### config.mk
export PLATFORM = sky130hd
export DESIGN_NAME = fwd_hazard_ctrl
export DESIGN_NICKNAME = d
export VERILOG_FILES = /design/src/rtl/fwd_pkg.sv /design/src/rtl/fwd_port_resolve.sv /design/src/rtl/fwd_hazard_ctrl.sv
export SDC_FILE = /design/constraint.sdc
export NUM_CORES = 1
export LEC_CHECK = 0
export CAP_MARGIN = 5
export CORE_MARGIN = 3
export CORE_UTILIZATION = 30
export CTS_CLUSTER_SIZE = 24
export DETAILED_ROUTE_END_ITERATION = 6
export GPL_ROUTABILITY_DRIVEN = 1
export GPL_TIMING_DRIVEN = 0
export PLACE_DENSITY = 0.69
export RECOVER_POWER = 25
export SLEW_MARGIN = 20
export SYNTH_ARGS = -nofsm -noshare
export SYNTH_HDL_FRONTEND = slang
export SYNTH_SLANG_ARGS = --single-unit
### constraint.sdc
create_clock -name clk_i -period 2.88 [get_ports clk_i]
set_input_delay 0.576 -clock clk_i [delete_from_list [all_inputs] [get_ports clk_i]]
set_output_delay 0.576 -clock clk_i [all_outputs]
set_load 0.005 [all_outputs]
### src/rtl/fwd_pkg.sv
// Shared types and helpers for the operand-forwarding / load-use hazard controller.
package fwd_pkg;

    typedef struct packed {
        logic       valid;
        logic [4:0] rd;
        logic       is_load;
    } sb_entry_t;

    localparam logic [2:0] FWD_SEL_RF = 3'd0;
    localparam logic [4:0] REG_X0     = 5'd0;

    function automatic logic [31:0] sat_inc(input logic [31:0] val, input logic [31:0] max);
        return (val >= max) ? max : val + 32'd1;
    endfunction

endpackage

### src/rtl/fwd_port_resolve.sv
// One source port: pick the youngest in-flight producer, or flag a load-use hazard.
module fwd_port_resolve
    import fwd_pkg::*;
#(
    parameter int NUM_FWD_STAGES = 2,
    parameter int LOAD_LAT       = 1,
    parameter int XLEN           = 32
) (
    input  logic                                src_used,
    input  logic [4:0]                          src_addr,
    input  logic [XLEN-1:0]                     rf_data,
    input  sb_entry_t [NUM_FWD_STAGES-1:0]      sb,
    input  logic [NUM_FWD_STAGES-1:0][XLEN-1:0] stage_data,
    output logic [XLEN-1:0]                     operand,
    output logic [2:0]                          fwd_sel,
    output logic                                hazard
);

    always_comb begin
        operand = rf_data;
        fwd_sel = FWD_SEL_RF;
        hazard  = 1'b0;
        // Walk oldest to youngest so a younger match overrides an older one.
        for (int k = NUM_FWD_STAGES - 1; k >= 0; k--) begin
            if (src_used && (src_addr != REG_X0) && sb[k].valid && (sb[k].rd == src_addr)) begin
                if (sb[k].is_load && (k < LOAD_LAT)) begin
                    operand = rf_data;
                    fwd_sel = FWD_SEL_RF;
                    hazard  = 1'b1;
                end else begin
                    operand = stage_data[k];
                    fwd_sel = 3'(k + 1);
                    hazard  = 1'b0;
                end
            end
        end
    end

endmodule

### src/rtl/fwd_hazard_ctrl.sv
// ID/EXE forwarding and load-use stall controller with an in-flight destination scoreboard.
module fwd_hazard_ctrl
    import fwd_pkg::*;
#(
    parameter int NUM_RD_PORTS   = 2,
    parameter int NUM_FWD_STAGES = 2,
    parameter int LOAD_LAT       = 1,
    parameter int XLEN           = 32,
    parameter int CNT_W          = 16
) (
    input  logic                           clk_i,
    input  logic                           reset_i,
    input  logic                           issue_valid_i,
    input  logic [4:0]                     issue_rd_i,
    input  logic                           issue_wr_en_i,
    input  logic                           issue_is_load_i,
    input  logic                           flush_i,
    input  logic [NUM_RD_PORTS*5-1:0]      src_addr_i,
    input  logic [NUM_RD_PORTS-1:0]        src_used_i,
    input  logic [NUM_RD_PORTS*XLEN-1:0]   rf_data_i,
    input  logic [NUM_FWD_STAGES*XLEN-1:0] stage_data_i,
    output logic [NUM_RD_PORTS*XLEN-1:0]   operand_o,
    output logic [NUM_RD_PORTS*3-1:0]      fwd_sel_o,
    output logic                           stall_o,
    output logic                           issue_accept_o,
    output logic [CNT_W-1:0]               stall_cnt_o,
    output logic [CNT_W-1:0]               fwd_cnt_o
);

    localparam logic [31:0] CNT_MAX = 32'((64'd1 << CNT_W) - 64'd1);

    sb_entry_t [NUM_FWD_STAGES-1:0]      sb_q;
    sb_entry_t                           sb_new;
    logic [NUM_FWD_STAGES-1:0][XLEN-1:0] stage_data;
    logic [NUM_RD_PORTS-1:0][4:0]        src_addr;
    logic [NUM_RD_PORTS-1:0][XLEN-1:0]   rf_data;
    logic [NUM_RD_PORTS-1:0][XLEN-1:0]   operand;
    logic [NUM_RD_PORTS-1:0][2:0]        fwd_sel;
    logic [NUM_RD_PORTS-1:0]             hazard;
    logic [CNT_W-1:0]                    stall_cnt_q;
    logic [CNT_W-1:0]                    fwd_cnt_q;

    assign stage_data = stage_data_i;
    assign src_addr   = src_addr_i;
    assign rf_data    = rf_data_i;

    for (genvar p = 0; p < NUM_RD_PORTS; p++) begin : g_port
        fwd_port_resolve #(
            .NUM_FWD_STAGES(NUM_FWD_STAGES),
            .LOAD_LAT      (LOAD_LAT),
            .XLEN          (XLEN)
        ) u_resolve (
            .src_used  (src_used_i[p]),
            .src_addr  (src_addr[p]),
            .rf_data   (rf_data[p]),
            .sb        (sb_q),
            .stage_data(stage_data),
            .operand   (operand[p]),
            .fwd_sel   (fwd_sel[p]),
            .hazard    (hazard[p])
        );
    end

    assign operand_o      = operand;
    assign fwd_sel_o      = fwd_sel;
    // Flush wins over stall: the killed instruction must not hold the front end.
    assign stall_o        = issue_valid_i & ~flush_i & (|hazard);
    assign issue_accept_o = issue_valid_i & ~flush_i & ~stall_o;

    assign sb_new = '{valid:   issue_accept_o & issue_wr_en_i & (issue_rd_i != REG_X0),
                      rd:      issue_rd_i,
                      is_load: issue_is_load_i};

    always_ff @(posedge clk_i or posedge reset_i) begin
        if (reset_i) begin
            sb_q <= '0;
        end else begin
            sb_q[0] <= sb_new;
            for (int k = 1; k < NUM_FWD_STAGES; k++) begin
                sb_q[k] <= sb_q[k-1];
            end
        end
    end

    always_ff @(posedge clk_i or posedge reset_i) begin
        if (reset_i) begin
            stall_cnt_q <= '0;
            fwd_cnt_q   <= '0;
        end else begin
            if (stall_o) begin
                stall_cnt_q <= CNT_W'(sat_inc(32'(stall_cnt_q), CNT_MAX));
            end
            if (issue_accept_o && (|fwd_sel)) begin
                fwd_cnt_q <= CNT_W'(sat_inc(32'(fwd_cnt_q), CNT_MAX));
            end
        end
    end

    assign stall_cnt_o = stall_cnt_q;
    assign fwd_cnt_o   = fwd_cnt_q;

endmodule
==> metrics.cfg <==
[cts]
cts_tree=built
htreeDepth=2
clockBufferDepth=2
insertion_delay_ns=0.29
cts_buffers=5
clk_pin_slew_worst_paths_ns=0.07
clock-sinks=45
clockRootBuffer=clkbuf_16

[die]
ios=255
die_w_um=115.0
die_h_um=115.0
die-area_um2=13220
rows=39
initial_core_util_pct=30.94
coreArea_um2=11520

[synth]
synth_seq_cells=45
yosys.area.top_type=dfrtp_1
synth_top_area_share_pct=31.60
synth.area.top_cells=dfrtp_1 32%, a22o_1 16%, a21o_1 13%
synthCells=405
synth_area_per_cell_um2=8.799
yosysWarnings=0
post_synth_num_cell_types=36
netlist_area_um2=3563
ys_seq_area_share_pct=31.60

[power]
power.leakage_nw=3.367
p_per_area_nw_per_um2=249.9
ir_drop_uv=264.9

[min_path]
holdPathStages=0
hp-class=reg2reg

[worst_setup_path]
cp_slowest_cell=dfrtp_2
crit_path_end_kind=output port
path_delay_family=simple AND/OR/NAND/NOR gates
path_class=reg2out
crit_top_cell=buf_6
cp_data_arrival_time_ns=2.43
path_depth=11
worstPathMaxFanout=5
ff2ff_setup_slack_ns=0.15
r2r_cells=10
path_buf_inv=5
cp-start-kind=flop
path_cells=xor2_2 -> nor4_4 -> nand4_1 -> nor2_4 -> buf_6 -> buf_6 -> buf_12 -> clkbuf_16 -> a22o_1 -> a21o_1 -> buf_2
critical-path-max-stage-delay_ns=0.45
crit_required_ns=2.30

[finish]
fin_nets=876
area.growth.synth_to_final_pct=100.4
fin_util_pct=61.99
drive_above_1_share_pct=26.93

[grt]
met3_usage_pct=5.211
grt_use_total_pct=25.61
antenna_found_initial=0
grt_first_pass_wirelength_um=26920
grt_max_degree=27
top_usage_layer=met2
grt_pass1_vias=4906
grtUsageMet1_pct=29.67
overflow=0
use_met2_pct=46.84

[sta]
fmax_ghz=0.3332
setup_viol=59
fin_crit_ns=3.001
final_hold_viol_count=0
fin_crit_sh_pct=104.2
slew_violations=0
rsz0062_at_grt=true
clock-skew-final_ns=0.01020
worst_slack_ns=-0.1215

[run_status]
violations=setup timing
outcome=finished with violations

[routing]
drc_errors=0
drt_iter0_drc=294
drtPass1Iterations=5
vias=4737
routed_wl_um=18220
via_per_inst=5.451
ant_nets=0
post_drt_wl_per_cell_um=20.96

[run]
maxCapViolations=0

[placed_design]
post-dp-hpwl_um=13210
gp_congestion=0.9635
portBuffers=252
pre_cts_ws_ns=-1.292

[power breakdown]
group / internal [mW] / leakage (nW) / switching, mW
combinational: 0.288 / 2.68 / 0.158
clock: 0.415 / 0.0820 / 0.257
sequential: 0.646 / 0.601 / 0.0192
total: 1.35 / 3.37 / 0.435
[metal layers]
| metal | share of wire (%) | vias to the layer above | routed length, um |
|---|---|---|---|
| li1 | - | 2200 | - |
| met1 | 38 | 2300 | 6914 |
| met2 | 52 | 202 | 9491 |
| met3 | 6.7 | 35 | 1222 |
| met4 | 3.2 | 0 | 588 |
| met5 | 0 | - | 0 |
[synth_stat cells]
master	n
a41o_1	1
nand4_1	19
buf_4	2
or4b_1	1
or3_1	4
a21o_1	64
nor4_1	2
nor4_2	2
nand2_1	27
and4_4	1
mux2_1	2
ha_1	2
nor2_1	19
o21ai_2	1
o311a_1	1
nor3_1	4
and3_1	10
mux2_2	8
nor2b_1	3
and2_1	4
inv_1	8
o21ai_0	2
clkbuf_1	30
xnor2_1	8
xor2_1	12
a21oi_1	16
conb_1	1
a22o_1	64
nand2b_1	3
o211a_2	1
nand3_1	10
a41oi_1	14
and4_1	4
dfrtp_1	45
a31oi_1	9
o31a_1	1
[sequential cells by signal, indices dropped and copies added, names as in the netlist]
name	flops
fwd_cnt_o	16
stall_cnt_o	16
sb_q	13
[metrics by stage]
| stage | hold WS, ns | TNS (ns) | area (um^2) | cells | power (mW) |
|---|---|---|---|---|---|
| final | 0.4595 | -4.719 | 7139 | 869 | 1.784 |
| after detailed placement | 0.4156 | -83.71 | 6289 | 802 | 1.148 |
| after global routing | 0.4739 | -11.51 | 7134 | 867 | 1.864 |
| after CTS | 0.4612 | -5.374 | 7082 | 864 | 1.792 |
| after global placement | 0.3957 | -80.49 | 6269 | 801 | 1.136 |
| after floorplan | 0.3740 | 0 | 3567 | 406 | 0.7798 |
[final timing paths]
kind                         start         endpoint
max reg2reg                sb_q[3]  stall_cnt_o[13]
max in group asynchronous  reset_i          sb_q[3]
max                        sb_q[3]    operand_o[55]
min in group asynchronous  reset_i     fwd_cnt_o[6]
min reg2reg                sb_q[2]          sb_q[9]
min                        sb_q[2]          sb_q[9]
[cells in the final DEF, fill, tap and decap left out, types with 3 or more instances in the layout]
| cell | n |
|---|---|
| nor2b_1 | 3 |
| xor2_1 | 9 |
| and2_1 | 3 |
| dfrtp_1 | 44 |
| buf_8 | 13 |
| a21oi_1 | 16 |
| nand3_1 | 10 |
| dlygate4sd2_1 | 5 |
| xor2_2 | 3 |
| nor3_1 | 4 |
| a41oi_1 | 14 |
| a31oi_1 | 9 |
| buf_6 | 21 |
| or3_1 | 4 |
| buf_2 | 67 |
| buf_4 | 26 |
| nor2_4 | 6 |
| a22o_1 | 64 |
| mux2_2 | 8 |
| clkbuf_8 | 12 |
| nand2_1 | 25 |
| nand2b_1 | 3 |
| xnor2_1 | 8 |
| clkbuf_1 | 8 |
| buf_12 | 6 |
| clkbuf_16 | 10 |
| nand4_1 | 19 |
| clkdlybuf4s50_1 | 170 |
| inv_1 | 7 |
| a21o_1 | 64 |
| and3_1 | 10 |
| nor2_1 | 13 |
| and4_1 | 3 |
| clkbuf_2 | 4 |
[worst reg2reg max path: cells and delay by family (launching register included)]
kind / cells / cell delay (ns)
muxes: 1 / 0.32
buffers and inverters: 4 / 0.50
xor gates and xnor gates: 1 / 0.17
DFF: 1 / 0.45
AOI/OAI and AO/OA: 1 / 0.07
and+or+nand+nor: 3 / 1.11
[logic make-up after synthesis]
logic type                 count (synthesis)  synth area share (%)
muxes                                     10                 3.160
AOI/OAI and AO/OA                        174                 38.10
adders and majority gates                  2                0.7021
other                                      1                0.1052
xor gates and xnor gates                  20                 4.916
and+or+nand+nor                          113                 16.99
DFF                                       45                 31.60
buffers and inverters                     40                 4.424
[layout make-up]
type | count | area (um^2)
antenna | 2 | 5.005
buffer | 31 | 356.6
clock buffer | 5 | 125.1
clock inverter | 3 | 48.80
fill | 1009 | 4377
inverter | 8 | 30.03
multi-input combinational | 321 | 2406
sequential | 45 | 1127
tap | 143 | 178.9
timing repair buffer | 311 | 2861
[what timing repair did]
item / 4_1_cts / 5_1_grt
pin swaps: 62 / 18
endpoints found under the setup margin: 70 / 67
hold buffers: 0 / 0
setup buffers: 41 / 8
resized for setup: 418 / 30
gates cloned: 13 / 2
(Power assumes the default switching activity.)
